File: src/rtl/des_key_scheduler_if.sv
// Key-in / subkey-out handshake bundle for the DES key-schedule controller.
interface des_key_scheduler_if;
    localparam int unsigned KEY_W    = 64;
    localparam int unsigned SUBKEY_W = 48;
    localparam int unsigned ROUND_W  = 4;

    logic                key_valid;
    logic                key_ready;
    logic [KEY_W-1:0]    key_in;
    logic                decrypt;
    logic                abort;
    logic                subkey_valid;
    logic                subkey_ready;
    logic [SUBKEY_W-1:0] subkey;
    logic [ROUND_W-1:0]  round;
    logic                done;

    // Key producer / subkey consumer side
    modport master (
        output key_valid, key_in, decrypt, abort, subkey_ready,
        input  key_ready, subkey_valid, subkey, round, done
    );

    // Key scheduler side
    modport slave (
        input  key_valid, key_in, decrypt, abort, subkey_ready,
        output key_ready, subkey_valid, subkey, round, done
    );
endinterface

File: src/rtl/des_key_scheduler.sv
// Sequential DES key schedule: latches one key, emits 16 PC-2 subkeys in
// encrypt (K1..K16) or decrypt (K16..K1) order, one per handshake beat.
module des_key_scheduler #(
    parameter bit DECRYPT_EN   = 1'b1,
    parameter bit BACKPRESSURE = 1'b1
) (
    input logic                 clk,
    input logic                 rst_n,
    des_key_scheduler_if.slave  bus
);
    localparam int unsigned KEY_W    = 64;
    localparam int unsigned CD_W     = 56;
    localparam int unsigned HALF_W   = 28;
    localparam int unsigned SUBKEY_W = 48;
    localparam int unsigned ROUND_W  = 4;

    // Tables use DES numbering: entry n selects input bit n, bit 1 = MSB.
    localparam int unsigned PC1_TAB [CD_W] = '{
        57, 49, 41, 33, 25, 17,  9,
         1, 58, 50, 42, 34, 26, 18,
        10,  2, 59, 51, 43, 35, 27,
        19, 11,  3, 60, 52, 44, 36,
        63, 55, 47, 39, 31, 23, 15,
         7, 62, 54, 46, 38, 30, 22,
        14,  6, 61, 53, 45, 37, 29,
        21, 13,  5, 28, 20, 12,  4
    };

    localparam int unsigned PC2_TAB [SUBKEY_W] = '{
        14, 17, 11, 24,  1,  5,
         3, 28, 15,  6, 21, 10,
        23, 19, 12,  4, 26,  8,
        16,  7, 27, 20, 13,  2,
        41, 52, 31, 37, 47, 55,
        30, 40, 51, 45, 33, 48,
        44, 49, 39, 56, 34, 53,
        46, 42, 50, 36, 29, 32
    };

    typedef enum logic {
        IDLE = 1'b0,
        RUN  = 1'b1
    } state_t;

    // PC-1: 64-bit key to 56-bit C||D, parity bits dropped
    function automatic logic [CD_W-1:0] pc1(input logic [KEY_W-1:0] k);
        logic [CD_W-1:0] r;
        r = '0;
        for (int i = 0; i < int'(CD_W); i++) begin
            r[6'(CD_W - 1 - i)] = k[6'(KEY_W - PC1_TAB[i])];
        end
        return r;
    endfunction

    // PC-2: 56-bit C||D to 48-bit subkey
    function automatic logic [SUBKEY_W-1:0] pc2(input logic [CD_W-1:0] cd);
        logic [SUBKEY_W-1:0] r;
        r = '0;
        for (int i = 0; i < int'(SUBKEY_W); i++) begin
            r[6'(SUBKEY_W - 1 - i)] = cd[6'(CD_W - PC2_TAB[i])];
        end
        return r;
    endfunction

    // Rotation amount for the given emitted round; decrypt round 0 is K16 = C0/D0
    function automatic logic [1:0] shift_amt(input logic [ROUND_W-1:0] r, input logic dec);
        if (dec && (r == 4'd0)) begin
            return 2'd0;
        end
        if ((r == 4'd0) || (r == 4'd1) || (r == 4'd8) || (r == 4'd15)) begin
            return 2'd1;
        end
        return 2'd2;
    endfunction

    // 28-bit ring rotate by 0, 1 or 2 positions
    function automatic logic [HALF_W-1:0] rotate(input logic [HALF_W-1:0] h,
                                                 input logic left,
                                                 input logic [1:0] amt);
        case (amt)
            2'd1:    return left ? {h[26:0], h[27]}    : {h[0], h[27:1]};
            2'd2:    return left ? {h[25:0], h[27:26]} : {h[1:0], h[27:2]};
            default: return h;
        endcase
    endfunction

    // Rotate C and D independently for the given emitted round
    function automatic logic [CD_W-1:0] rotate_cd(input logic [CD_W-1:0] cd,
                                                  input logic dec,
                                                  input logic [ROUND_W-1:0] r);
        logic [1:0] amt;
        amt = shift_amt(r, dec);
        return {rotate(cd[CD_W-1:HALF_W], !dec, amt), rotate(cd[HALF_W-1:0], !dec, amt)};
    endfunction

    state_t               state_q;
    logic [CD_W-1:0]      cd_q;
    logic                 dec_q;
    logic [ROUND_W-1:0]   round_q;
    logic [SUBKEY_W-1:0]  subkey_q;
    logic                 subkey_valid_q;
    logic                 key_ready_q;
    logic                 done_q;

    logic                 dec_in_c;
    logic                 ready_c;
    logic [CD_W-1:0]      cd_first_c;
    logic [CD_W-1:0]      cd_step_c;

    // Parameter-gated inputs and next C/D candidates
    always_comb begin
        dec_in_c   = DECRYPT_EN ? bus.decrypt : 1'b0;
        ready_c    = BACKPRESSURE ? bus.subkey_ready : 1'b1;
        cd_first_c = rotate_cd(pc1(bus.key_in), dec_in_c, 4'd0);
        cd_step_c  = rotate_cd(cd_q, dec_q, 4'(round_q + 4'd1));
    end

    // Controller FSM with registered outputs
    always_ff @(posedge clk) begin
        if (!rst_n) begin
            state_q        <= IDLE;
            cd_q           <= '0;
            dec_q          <= 1'b0;
            round_q        <= '0;
            subkey_q       <= '0;
            subkey_valid_q <= 1'b0;
            key_ready_q    <= 1'b1;
            done_q         <= 1'b0;
        end else begin
            done_q <= 1'b0;
            case (state_q)
                IDLE: begin
                    if (bus.key_valid) begin
                        cd_q           <= cd_first_c;
                        subkey_q       <= pc2(cd_first_c);
                        dec_q          <= dec_in_c;
                        round_q        <= '0;
                        subkey_valid_q <= 1'b1;
                        key_ready_q    <= 1'b0;
                        state_q        <= RUN;
                    end
                end
                RUN: begin
                    if (bus.abort) begin
                        subkey_valid_q <= 1'b0;
                        key_ready_q    <= 1'b1;
                        state_q        <= IDLE;
                    end else if (ready_c) begin
                        if (round_q == 4'd15) begin
                            subkey_valid_q <= 1'b0;
                            key_ready_q    <= 1'b1;
                            done_q         <= 1'b1;
                            state_q        <= IDLE;
                        end else begin
                            cd_q     <= cd_step_c;
                            subkey_q <= pc2(cd_step_c);
                            round_q  <= 4'(round_q + 4'd1);
                        end
                    end
                end
                default: state_q <= IDLE;
            endcase
        end
    end

    assign bus.key_ready    = key_ready_q;
    assign bus.subkey_valid = subkey_valid_q;
    assign bus.subkey       = subkey_q;
    assign bus.round        = round_q;
    assign bus.done         = done_q;
endmodule
File: src/flat_wrapper.sv
// flat-port wrapper written by rule: the top's interface ports become plain ports
module des_key_scheduler_flat 
#(
    parameter bit DECRYPT_EN   = 1'b1,
    parameter bit BACKPRESSURE = 1'b1
)
  (clk, rst_n, bus_key_valid, bus_key_in, bus_decrypt, bus_abort, bus_subkey_ready, bus_key_ready, bus_subkey_valid, bus_subkey, bus_round, bus_done);
  des_key_scheduler_if bus_i ();
  input logic clk;
  input logic rst_n;
  input wire logic [$bits(bus_i.key_valid)-1:0] bus_key_valid;
  input wire logic [$bits(bus_i.key_in)-1:0] bus_key_in;
  input wire logic [$bits(bus_i.decrypt)-1:0] bus_decrypt;
  input wire logic [$bits(bus_i.abort)-1:0] bus_abort;
  input wire logic [$bits(bus_i.subkey_ready)-1:0] bus_subkey_ready;
  output wire logic [$bits(bus_i.key_ready)-1:0] bus_key_ready;
  output wire logic [$bits(bus_i.subkey_valid)-1:0] bus_subkey_valid;
  output wire logic [$bits(bus_i.subkey)-1:0] bus_subkey;
  output wire logic [$bits(bus_i.round)-1:0] bus_round;
  output wire logic [$bits(bus_i.done)-1:0] bus_done;
  assign bus_i.key_valid = bus_key_valid;
  assign bus_i.key_in = bus_key_in;
  assign bus_i.decrypt = bus_decrypt;
  assign bus_i.abort = bus_abort;
  assign bus_i.subkey_ready = bus_subkey_ready;
  assign bus_key_ready = bus_i.key_ready;
  assign bus_subkey_valid = bus_i.subkey_valid;
  assign bus_subkey = bus_i.subkey;
  assign bus_round = bus_i.round;
  assign bus_done = bus_i.done;
  des_key_scheduler #(.DECRYPT_EN(DECRYPT_EN), .BACKPRESSURE(BACKPRESSURE)) u_core (.clk(clk), .rst_n(rst_n), .bus(bus_i));
endmodule
File: config.mk
export PLATFORM = sky130hd
export DESIGN_NAME = des_key_scheduler_flat
export DESIGN_NICKNAME = d
export VERILOG_FILES = /design/src/rtl/des_key_scheduler_if.sv /design/src/rtl/des_key_scheduler.sv /design/src/flat_wrapper.sv
export SDC_FILE = /design/constraint.sdc
export NUM_CORES = 1
export LEC_CHECK = 0
export ABC_CLOCK_PERIOD_IN_PS = 2150
export CORE_MARGIN = 2
export CORE_UTILIZATION = 40
export CTS_CLUSTER_DIAMETER = 60
export DETAILED_ROUTE_END_ITERATION = 6
export DONT_BUFFER_PORTS = 1
export HOLD_SLACK_MARGIN = 0.06
export PLACE_DENSITY = 0.56
export SYNTH_ARGS = -nofsm -noshare
export SYNTH_HDL_FRONTEND = slang
export SYNTH_SLANG_ARGS = --single-unit
export TNS_END_PERCENT = 10
File: constraint.sdc
create_clock -name clk -period 2.15 [get_ports clk]
set_input_delay 0.43 -clock clk [delete_from_list [all_inputs] [get_ports clk]]
set_output_delay 0.43 -clock clk [all_outputs]
set_load 0.05 [all_outputs]
==> run metrics, run 1 <==
status finished, violations left; violated checks DRC, setup timing; PortBufs 0; area grow syn2layout 16.2%; Syn Std Cell Area 0.00561 sq mm; Crit Path Class reg -> reg; arrival time of the worst setup path 2.49 ns; initial antenna violation count 0; Slew @ Worst Pin 0.663 ns; Setup Viol. Count Final 8; vias in the first global route 5,166; Max Root-Sink Buffers 2; largest net degree at the start of global routing 80; slowest CP cell or4b_4; Die Width 122 microns; Fin Setup TNS -0.155 ns; clk sinks 65; R2R Path End u_core.bus.subkey[42]; Starting Density 0.407; leading cell types in the layout, fill and taps excluded 86 x mux2i_1, 66 x buf_4, 60 x dfxtp_1; HPWL Detailed 11,300 microns; Synth Net Count 735; worst hold path class in -> reg; period utilization 1.02; Die H 122 microns; layout cell share with drive strength beyond 1 0.269; number of synthesized flops with an enable pin 0; DIE AREA 0.0150 sq mm; antenna cells 0; gr usage total 0.234; CTS root buf clkbuf_16; leakage power 2.33 nW; CP Max Fanout 22; Top FF cell, synth dfxtp_1; Cells after Synth 662; worst-path cell chain inv_1, ha_1, or4b_4, o21ai_4, buf_12, a2111oi_1, a2111oi_1, o221a_1; WL final 18,000 microns; CTS Hold Bufs 0; Finished Core Util 0.473; crit-path max cell delay 0.49 ns; H-tree depth 3; routed vias 5,443; first-pass GRT wire length 27,600 microns; PwrDens 670 mW/mm^2; final hold vios 0; Via-to-Cell Ratio 6.70; clk_skew 0.00680 ns; VDD IR max 0.000396 V; Max-cap violations 0; Seq cells post-synth 65; CP Capture Point u_core.bus.subkey[42]; Final ANT Viol Nets 0; Worst path most repeated cell a2111oi_1; Clk pin slew, worst setup/hold paths 0.05 ns; Core ar. 0.0138 sq mm; register area share after synthesis 0.232; CP bufs+invs 2; CTS tree done; synth unique cells 43; unrepaired setup endpoints after global routing true; initial DRC count 653; drt drc 2; CP Capture Type flip-flop; Setup WS pre-CTS -0.190 ns; min-delay src rst_n; Fmax 455 MHz; nets 700; asr flop ratio synth 0; min Tclk post-route 2.20 ns; # fillers 1,331; Setup Buffers After CTS 0; Critical Path Stages 8; Ys Warns 0; I/O pin total 125; num rows 43; GPL Wtd Cong 0.894; Worst setup SP type flip-flop; Pre-antenna DRT Iters 7; CTS buffer count 9; CP Launch Point u_core.bus.round[0]; most common cell after layout, fill and taps aside mux2i_1; final slew viol count 0; worst skew pair latency 0.35 ns; PnR worst setup slack -0.0487 ns; Post-Syn Area per Cell 8.47 sq um; reg2reg start u_core.bus.round[0]; CP top delay family compound AO/OA/AOI/OAI gates; reg-to-reg setup timing slack -0.05 ns; Crit path required time 2.44 ns; worst r2r path cells 8; Slew headroom 0.557; Overflow after GRT 0; DR WL/cell 22.2 microns
==> per-stage QoR <==
| stage | power [mW] | hold slack, ns | instance area, sq um | std cells |
|---|---|---|---|---|
| 3_3_place_gp | 2.68 | 0.499 | 5930 | 796 |
| 2_1_floorplan | 2.52 | 0.486 | 5630 | 662 |
| 5_1_grt | 4.54 | 0.214 | 6520 | 812 |
| 6_report | 4.37 | 0.224 | 6520 | 812 |
| 4_1_cts | 4.31 | 0.210 | 6280 | 812 |
| 3_5_place_dp | 2.70 | 0.508 | 5930 | 796 |
==> report_power, final <==
group          internal, mW  switching [mW]  total, mW
clock                  1.01           0.579       1.59
sequential             1.31           0.159       1.47
combinational         0.495           0.810       1.31
total                  2.82            1.55       4.37
==> worst reg2reg max path: cells and delay by family, from the launching register on <==
family	cells	cell delay, ns
simple gates	1	0.49
fa+ha+maj	1	0.14
buf+inv	2	0.28
compound gates	4	0.88
flops	1	0.35
==> worst min-delay path by stage <==
stage	end	slack (ns)	depth (start not counted)
2_1_floorplan	u_core.cd_q[31]	0.49	2
3_3_place_gp	u_core.bus.subkey[43]	0.50	2
6_report	u_core.bus.round[3]	0.22	2
3_5_place_dp	u_core.cd_q[38]	0.51	2
5_1_grt	u_core.bus.subkey[21]	0.21	1
4_1_cts	u_core.bus.round[3]	0.21	2
==> synth_stat cells (5+ instances only) <==
cell type   n  area, sq um
buf_4      48          360
o221a_2    15          169
a221oi_1   10         87.6
a221oi_2    5         75.1
o221a_1    25          282
mux2i_1    86          861
o21ai_0    47          235
nor2b_1    40          250
nand2_1    13         48.8
a221o_1    10          100
clkbuf_1   53          199
a2111oi_0  65          569
buf_2      15         75.1
nor4_1     15         93.8
o22ai_1     6         37.5
inv_1       5         18.8
nor3_1     14         70.1
a311oi_1   13          114
a21oi_1    24          120
buf_6       5         56.3
nand3_1    17         85.1
dfxtp_1    65         1300
buf_1       6         22.5
nor2_1     34          128
==> routing by layer <==
layer  wire (microns)  track usage  vias up
met1             7810        0.312     2655
met4              320       0.0783        0
met3             1400       0.0660       31
met2             8470        0.363      243
met5                0            0        -
li1                 -            -     2514
==> cell type report <==
class,instances,area [sq um],area share
multi-input cells,465,3860,0.593
well taps,180,225,0.0346
inverters,5,18.8,0.00288
clock inverters,6,81.3,0.0125
clock buffers,10,229,0.0351
flip-flops and latches,65,1320,0.202
repair buffers,81,782,0.120
==> repair_timing <==
item	4_1_cts	5_1_grt
pin swaps	7	12
endpoints found under the setup margin	49	53
cloned	0	0
resized for setup	21	73
==> sequential cells by signal (all words and copies together) (netlist names) <==
name	cells
u_core.dec_q	1
u_core.bus.subkey_valid	1
u_core.bus.key_ready	1
u_core.bus.subkey	47
u_core.bus.round	4
u_core.cd_q	9
u_core.state_q	1
u_core.bus.done	1
==> cells by family (layout without fill, tap and decap cells) <==
family                   Yosys count  count (layout)  share of synthesized area
AO/OA/AOI/OAI                    230             230                      0.336
XOR/XNOR                           1               1                    0.00156
adder cells (fa/ha/maj)            3               3                    0.00669
buffers and inverters            132             102                      0.131
flip-flops                        65              65                      0.232
multiplexers                      89              89                      0.160
AND/OR/NAND/NOR                  142             142                      0.134
(Power assumes the default switching activity.)
==> run 2: changes to the inputs <==
- CTS_BUF_LIST: unset -> sky130_fd_sc_hd__clkbuf_4 sky130_fd_sc_hd__clkbuf_8 sky130_fd_sc_hd__clkbuf_16
- GPL_TIMING_DRIVEN: unset -> 0
==> run 2 against run 1 <==
  * The flow finishes with violations (setup timing)
  * Critical path depth is 1 lower
  * Worst setup slack worse by 0.21 ns
  * Largest power group is now sequential cells
  * Total power is 3.8% higher
  * Worst hold slack better by 0.0078 ns
  * Global-route usage is 9.4 points higher
==> run metrics, run 2 (same netlist as run 1, synthesis figures left out) <==
first-pass GRT wire length 36,400 microns (+32%); worst hold path class in -> reg; WL final 24,500 microns (+36%); leakage power 2.49 nW (+7.1%); Final ANT Viol Nets 0 (unchanged); min Tclk post-route 2.41 ns (+0.208 ns); I/O pin total 125 (unchanged); dpl cells 842 (+5.8%); CTS Hold Bufs 0 (unchanged); DR WL/cell 28.1 microns (+27%); period utilization 1.12 (+0.0967); VDD IR max 0.000357 V (-9.8%); Worst setup SP type flip-flop; Die Width 122 microns (unchanged); arrival time of the worst setup path 2.62 ns (+0.13 ns); unrepaired setup endpoints after global routing true; final hold vios 0 (unchanged); CP Capture Type flip-flop; Starting Density 0.407 (unchanged); max reg flops 47 (unchanged); Crit Path Class reg -> reg; CTS root buf clkbuf_16; Core ar. 0.0138 sq mm (unchanged); GPL Wtd Cong 0.979 (+9.6%); Max Root-Sink Buffers 2 (unchanged); CTS buffer count 9 (unchanged); clk_skew 0.00613 ns (-0.000677 ns); vias in the first global route 6,177 (+20%); Fin Setup TNS -8.26 ns (-8.11 ns); Crit path required time 2.37 ns (-0.07 ns); drt drc 0 (-2); Die H 122 microns (unchanged); final slew viol count 0 (unchanged); num rows 43 (unchanged); Clk pin slew, worst setup/hold paths 0.05 ns (about the same); Max-cap violations 0 (unchanged); most common cell after layout, fill and taps aside mux2i_1; Layout Cells excl Fill 873 (+7.5%); DIE AREA 0.0150 sq mm (unchanged); PnR worst setup slack -0.257 ns (-0.208 ns); initial DRC count 803 (+23%); nets 761 (+8.7%); # fillers 1,381 (+3.8%); violated checks setup timing; Pre-antenna DRT Iters 6 (-1); Setup Viol. Count Final 54 (+46); Overflow after GRT 0 (unchanged); antenna cells 0 (unchanged); CP Max Fanout 10 (-55%); leading cell types in the layout, fill and taps excluded 86 x mux2i_1, 63 x buf_4, 61 x dfxtp_1; PwrDens 654 mW/mm^2 (-2.4%); Finished Core Util 0.503 (+0.0303); Fmax 416 MHz (-8.6%); Via-to-Cell Ratio 6.94 (+3.5%); PortBufs 0 (unchanged); HPWL Detailed 17,000 microns (+50%); gr usage total 0.328 (+0.0937); area grow syn2layout 23.6%; CTS tree done; initial antenna violation count 1 (+1); H-tree depth 3 (unchanged); Slew @ Worst Pin 0.986 ns (+0.322 ns); layout cell share with drive strength beyond 1 0.325 (+0.0557); Slew headroom 0.343 (-0.214); routed vias 6,058 (+11%); clk sinks 65 (unchanged); largest net degree at the start of global routing 11 (-86%); worst skew pair latency 0.36 ns (about the same); status finished, violations left
run 2: cell types whose count changed in the layout (fill, tap and decap cells not counted), sizes merged:
cell      before  now
o21ai         48   49
inv            6    5
clkbuf        10   62
clkinvlp       0    1
clkinv         3    0
bufinv         2    0
buf           81   94
run 2: path summary, 6_finish.rpt:
kind                         from                      end  slack [ns]  cells after the start
max           u_core.bus.round[0]          u_core.cd_q[34]       -0.26                      7
min reg2reg  u_core.bus.subkey[2]     u_core.bus.subkey[2]        0.57                      2
min                 bus_key_valid  u_core.bus.subkey_valid        0.23                      2
max reg2reg   u_core.bus.round[0]          u_core.cd_q[34]       -0.26                      7
run 2: worst max-delay path, stage by stage, from the launching register on:
cell,delay [ns]
dfxtp_4,0.43
ha_4,0.21
or4b_4,0.54
o21a_4,0.17
buf_6,0.15
a221o_1,0.31
a311oi_1,0.35
nor3_1,0.09
run 2: routing by layer:
layer  part of all wire  wire length (microns)  up-vias  global-route usage
met1               0.40                   9820     2926               0.420
met3               0.11                   2590       87               0.106
met5                  0                      0        -                   0
met2               0.44                  10900      399               0.487
li1                   -                      -     2646                   -
met4              0.050                   1220        0               0.175
run 2: layout make-up:
class | instances | area, sq um | share of cell area
multi-input combinational | 466 | 4120 | 0.594
clock inverter | 1 | 7.51 | 0.00108
sequential | 65 | 1320 | 0.190
buffer | 126 | 822 | 0.119
tap | 180 | 225 | 0.0325
clock buffer | 15 | 295 | 0.0426
timing repair buffer | 15 | 128 | 0.0184
inverter | 5 | 21.3 | 0.00307
run 2: what timing repair did:
| item | 4_1_cts | 5_1_grt |
|---|---|---|
| cloned | 4 | 0 |
| endpoints found under the setup margin | 56 | 56 |
| buffers inserted | 5 | 7 |
| resized for setup | 147 | 72 |
| pin swaps | 52 | 19 |
run 2: report_power, final:
| part | internal (mW) | switching (mW) |
|---|---|---|
| Combinational | 0.534 | 0.952 |
| Clock | 0.932 | 0.573 |
| Sequential | 1.31 | 0.229 |
run 2: stage by stage:
stage / hold WS, ns / instance area (sq um) / power [mW] / setup WS, ns
after floorplan: 0.486 / 5630 / 2.52 / -0.0374
final: 0.232 / 6930 / 4.53 / -0.257
after detailed placement: 0.535 / 5850 / 2.83 / -0.646
after global placement: 0.521 / 5850 / 2.83 / -0.561
after global routing: 0.253 / 6930 / 4.67 / -0.290
after CTS: 0.227 / 6630 / 4.43 / -0.218
==> run 3: changes to the inputs <==
- CORE_MARGIN: 2 -> unset
==> run 3 against run 2 <==
  * The run still ends with setup timing left
  * Clock skew increased by 0.0021 ns
  * Register-to-register slack about the same
  * Sequential share of layout area is 0.30 points higher
  * Non-clock buffer count decreased by 5
  * Maximum frequency rose by 0.12%
  * Via count up 2.8%
==> run metrics, run 3 (same netlist as run 1, synthesis figures left out) <==
layout cell share with drive strength beyond 1 0.307 (-0.0175); R2R Path End u_core.bus.subkey[1]; Final ANT Viol Nets 0 (unchanged); CP Capture Point u_core.bus.subkey[1]; CTS tree done; arrival time of the worst setup path 2.62 ns (about the same); CTS root buf clkbuf_16; Crit path required time 2.36 ns (about the same); Placed Area 0.00585 sq mm (about the same); Die Width 120 microns (-1.6%); VDD IR max 0.000351 V (-1.6%); Pre-antenna DRT Iters 6 (unchanged); leakage power 2.46 nW (-1.4%); Layout Cells excl Fill 863 (-1.1%); unrepaired setup endpoints after global routing true; Overflow after GRT 0 (unchanged); worst-path cell chain ha_4, or4b_4, o21a_4, buf_4, a221o_1, a311oi_2, nor3_1; initial DRC count 901 (+12%); num rows 42 (-2.3%); Max-cap violations 0 (unchanged); CTS buffer count 9 (unchanged); initial antenna violation count 0 (-1); clk sinks 65 (unchanged); PnR Total Power 4.45 mW (-1.7%); gr usage total 0.343 (+0.0157); Worst setup SP type flip-flop; vias in the first global route 5,966 (-3.4%); PortBufs 0 (unchanged); Max Root-Sink Buffers 2 (unchanged); GPL Wtd Cong 0.924 (-5.7%); WHS Path Cells 2 (unchanged); period utilization 1.12 (-0.00135); Design Area, Final 0.00682 sq mm (-1.6%); worst hold slack 0.237 ns (+0.00474 ns); Via-to-Cell Ratio 7.21 (+4.0%); nets 756 (-0.66%); Core ar. 0.0135 sq mm (-2.3%); routed vias 6,226 (+2.8%); area grow syn2layout 21.7%; Slew @ Worst Pin 1.07 ns (+0.0849 ns); antenna cells 0 (unchanged); crit-path max cell delay 0.55 ns (about the same); leading cell types in the layout, fill and taps excluded 86 x mux2i_1, 61 x buf_4, 61 x dfxtp_1; Starting Density 0.417 (+0.00969); worst r2r path cells 7 (unchanged); CP Launch Point u_core.bus.round[0]; I/O pin total 125 (unchanged); min Tclk post-route 2.40 ns (-0.00290 ns); largest net degree at the start of global routing 11 (unchanged); violated checks setup timing; Fmax 416 MHz (+0.12%); Crit Path Class reg -> reg; worst skew pair latency 0.35 ns (about the same); Die H 120 microns (-1.6%); PnR worst setup slack -0.254 ns (+0.00290 ns); HPWL Detailed 17,200 microns (+1.1%); final slew viol count 0 (unchanged); status finished, violations left; reg-to-reg setup timing slack -0.25 ns (about the same); H-tree depth 3 (unchanged); max reg flops 47 (unchanged); Fin Setup TNS -9.21 ns (-0.949 ns); Slew headroom 0.286 (-0.0566); reg2reg start u_core.bus.round[0]; Setup WS pre-CTS -0.575 ns (+0.0717 ns); Setup Viol. Count Final 53 (-1.9%); first-pass GRT wire length 36,600 microns (+0.36%); worst hold path class in -> reg; met2 WL 10,800 microns (-0.44%); Clk pin slew, worst setup/hold paths 0.06 ns (about the same); WL final 25,100 microns (+2.6%); slowest CP cell or4b_4; most common cell after layout, fill and taps aside mux2i_1; met1 WL 10,300 microns (+4.5%); clk_skew 0.00821 ns (+0.00208 ns); top routing layer in use met4; Finished Core Util 0.507 (+0.00389); met3 wire length 2740 microns (+5.8%); DIE AREA 0.0145 sq mm (-3.2%); CP Capture Type flip-flop; DR WL/cell 29.1 microns (+3.8%); final hold vios 0 (unchanged); CP Max Fanout 10 (unchanged); dpl cells 838 (-0.48%); PwrDens 653 mW/mm^2 (-0.16%); drt drc 0 (unchanged); CTS Hold Bufs 0 (unchanged)
run 3: final cells by class:
| cell class | count | area, sq um |
|---|---|---|
| plain buffers | 126 | 822 |
| inverters | 5 | 21.3 |
| well taps | 176 | 220 |
| clock buffers | 15 | 277 |
| fillers | 1361 | 6630 |
| multi-input cells | 466 | 4070 |
| repair buffers | 10 | 100 |
| flip-flops and latches | 65 | 1320 |
run 3: metal layers:
layer,global-route usage,up-vias
met5,0,-
met1,0.464,3014
met3,0.0764,99
met4,0.203,0
met2,0.497,486
li1,-,2627
run 3: repair_timing:
item / 4_1_cts / 5_1_grt
pin swaps: 49 / 16
setup buffers: 5 / 3
endpoints found under the setup margin: 56 / 56
cloned: 2 / 1
gates resized for setup: 125 / 69
run 3: worst min-delay path by stage:
stage,start,slack (ns),end
floorplan,u_core.cd_q[31],0.49,u_core.cd_q[31]
global placement,u_core.cd_q[21],0.53,u_core.cd_q[21]
detailed placement,u_core.cd_q[21],0.54,u_core.cd_q[21]
CTS,bus_key_valid,0.23,u_core.bus.subkey_valid
global route,bus_key_valid,0.25,u_core.bus.subkey_valid
finish,bus_key_valid,0.24,u_core.bus.subkey_valid
run 3: power by group:
part,switching [mW],total [mW],internal (mW)
combinational,0.957,1.48,0.522
sequential,0.224,1.54,1.31
clock,0.568,1.44,0.871
total,1.75,4.45,2.71
run 3: worst max-delay path: cells and delay by family (launching register included):
kind	cells	cell delay (ns)
DFF	1	0.43
and+or+nand+nor	2	0.63
adders and majority gates	1	0.20
AOI/OAI and AO/OA	3	0.81
buffers and inverters	1	0.18
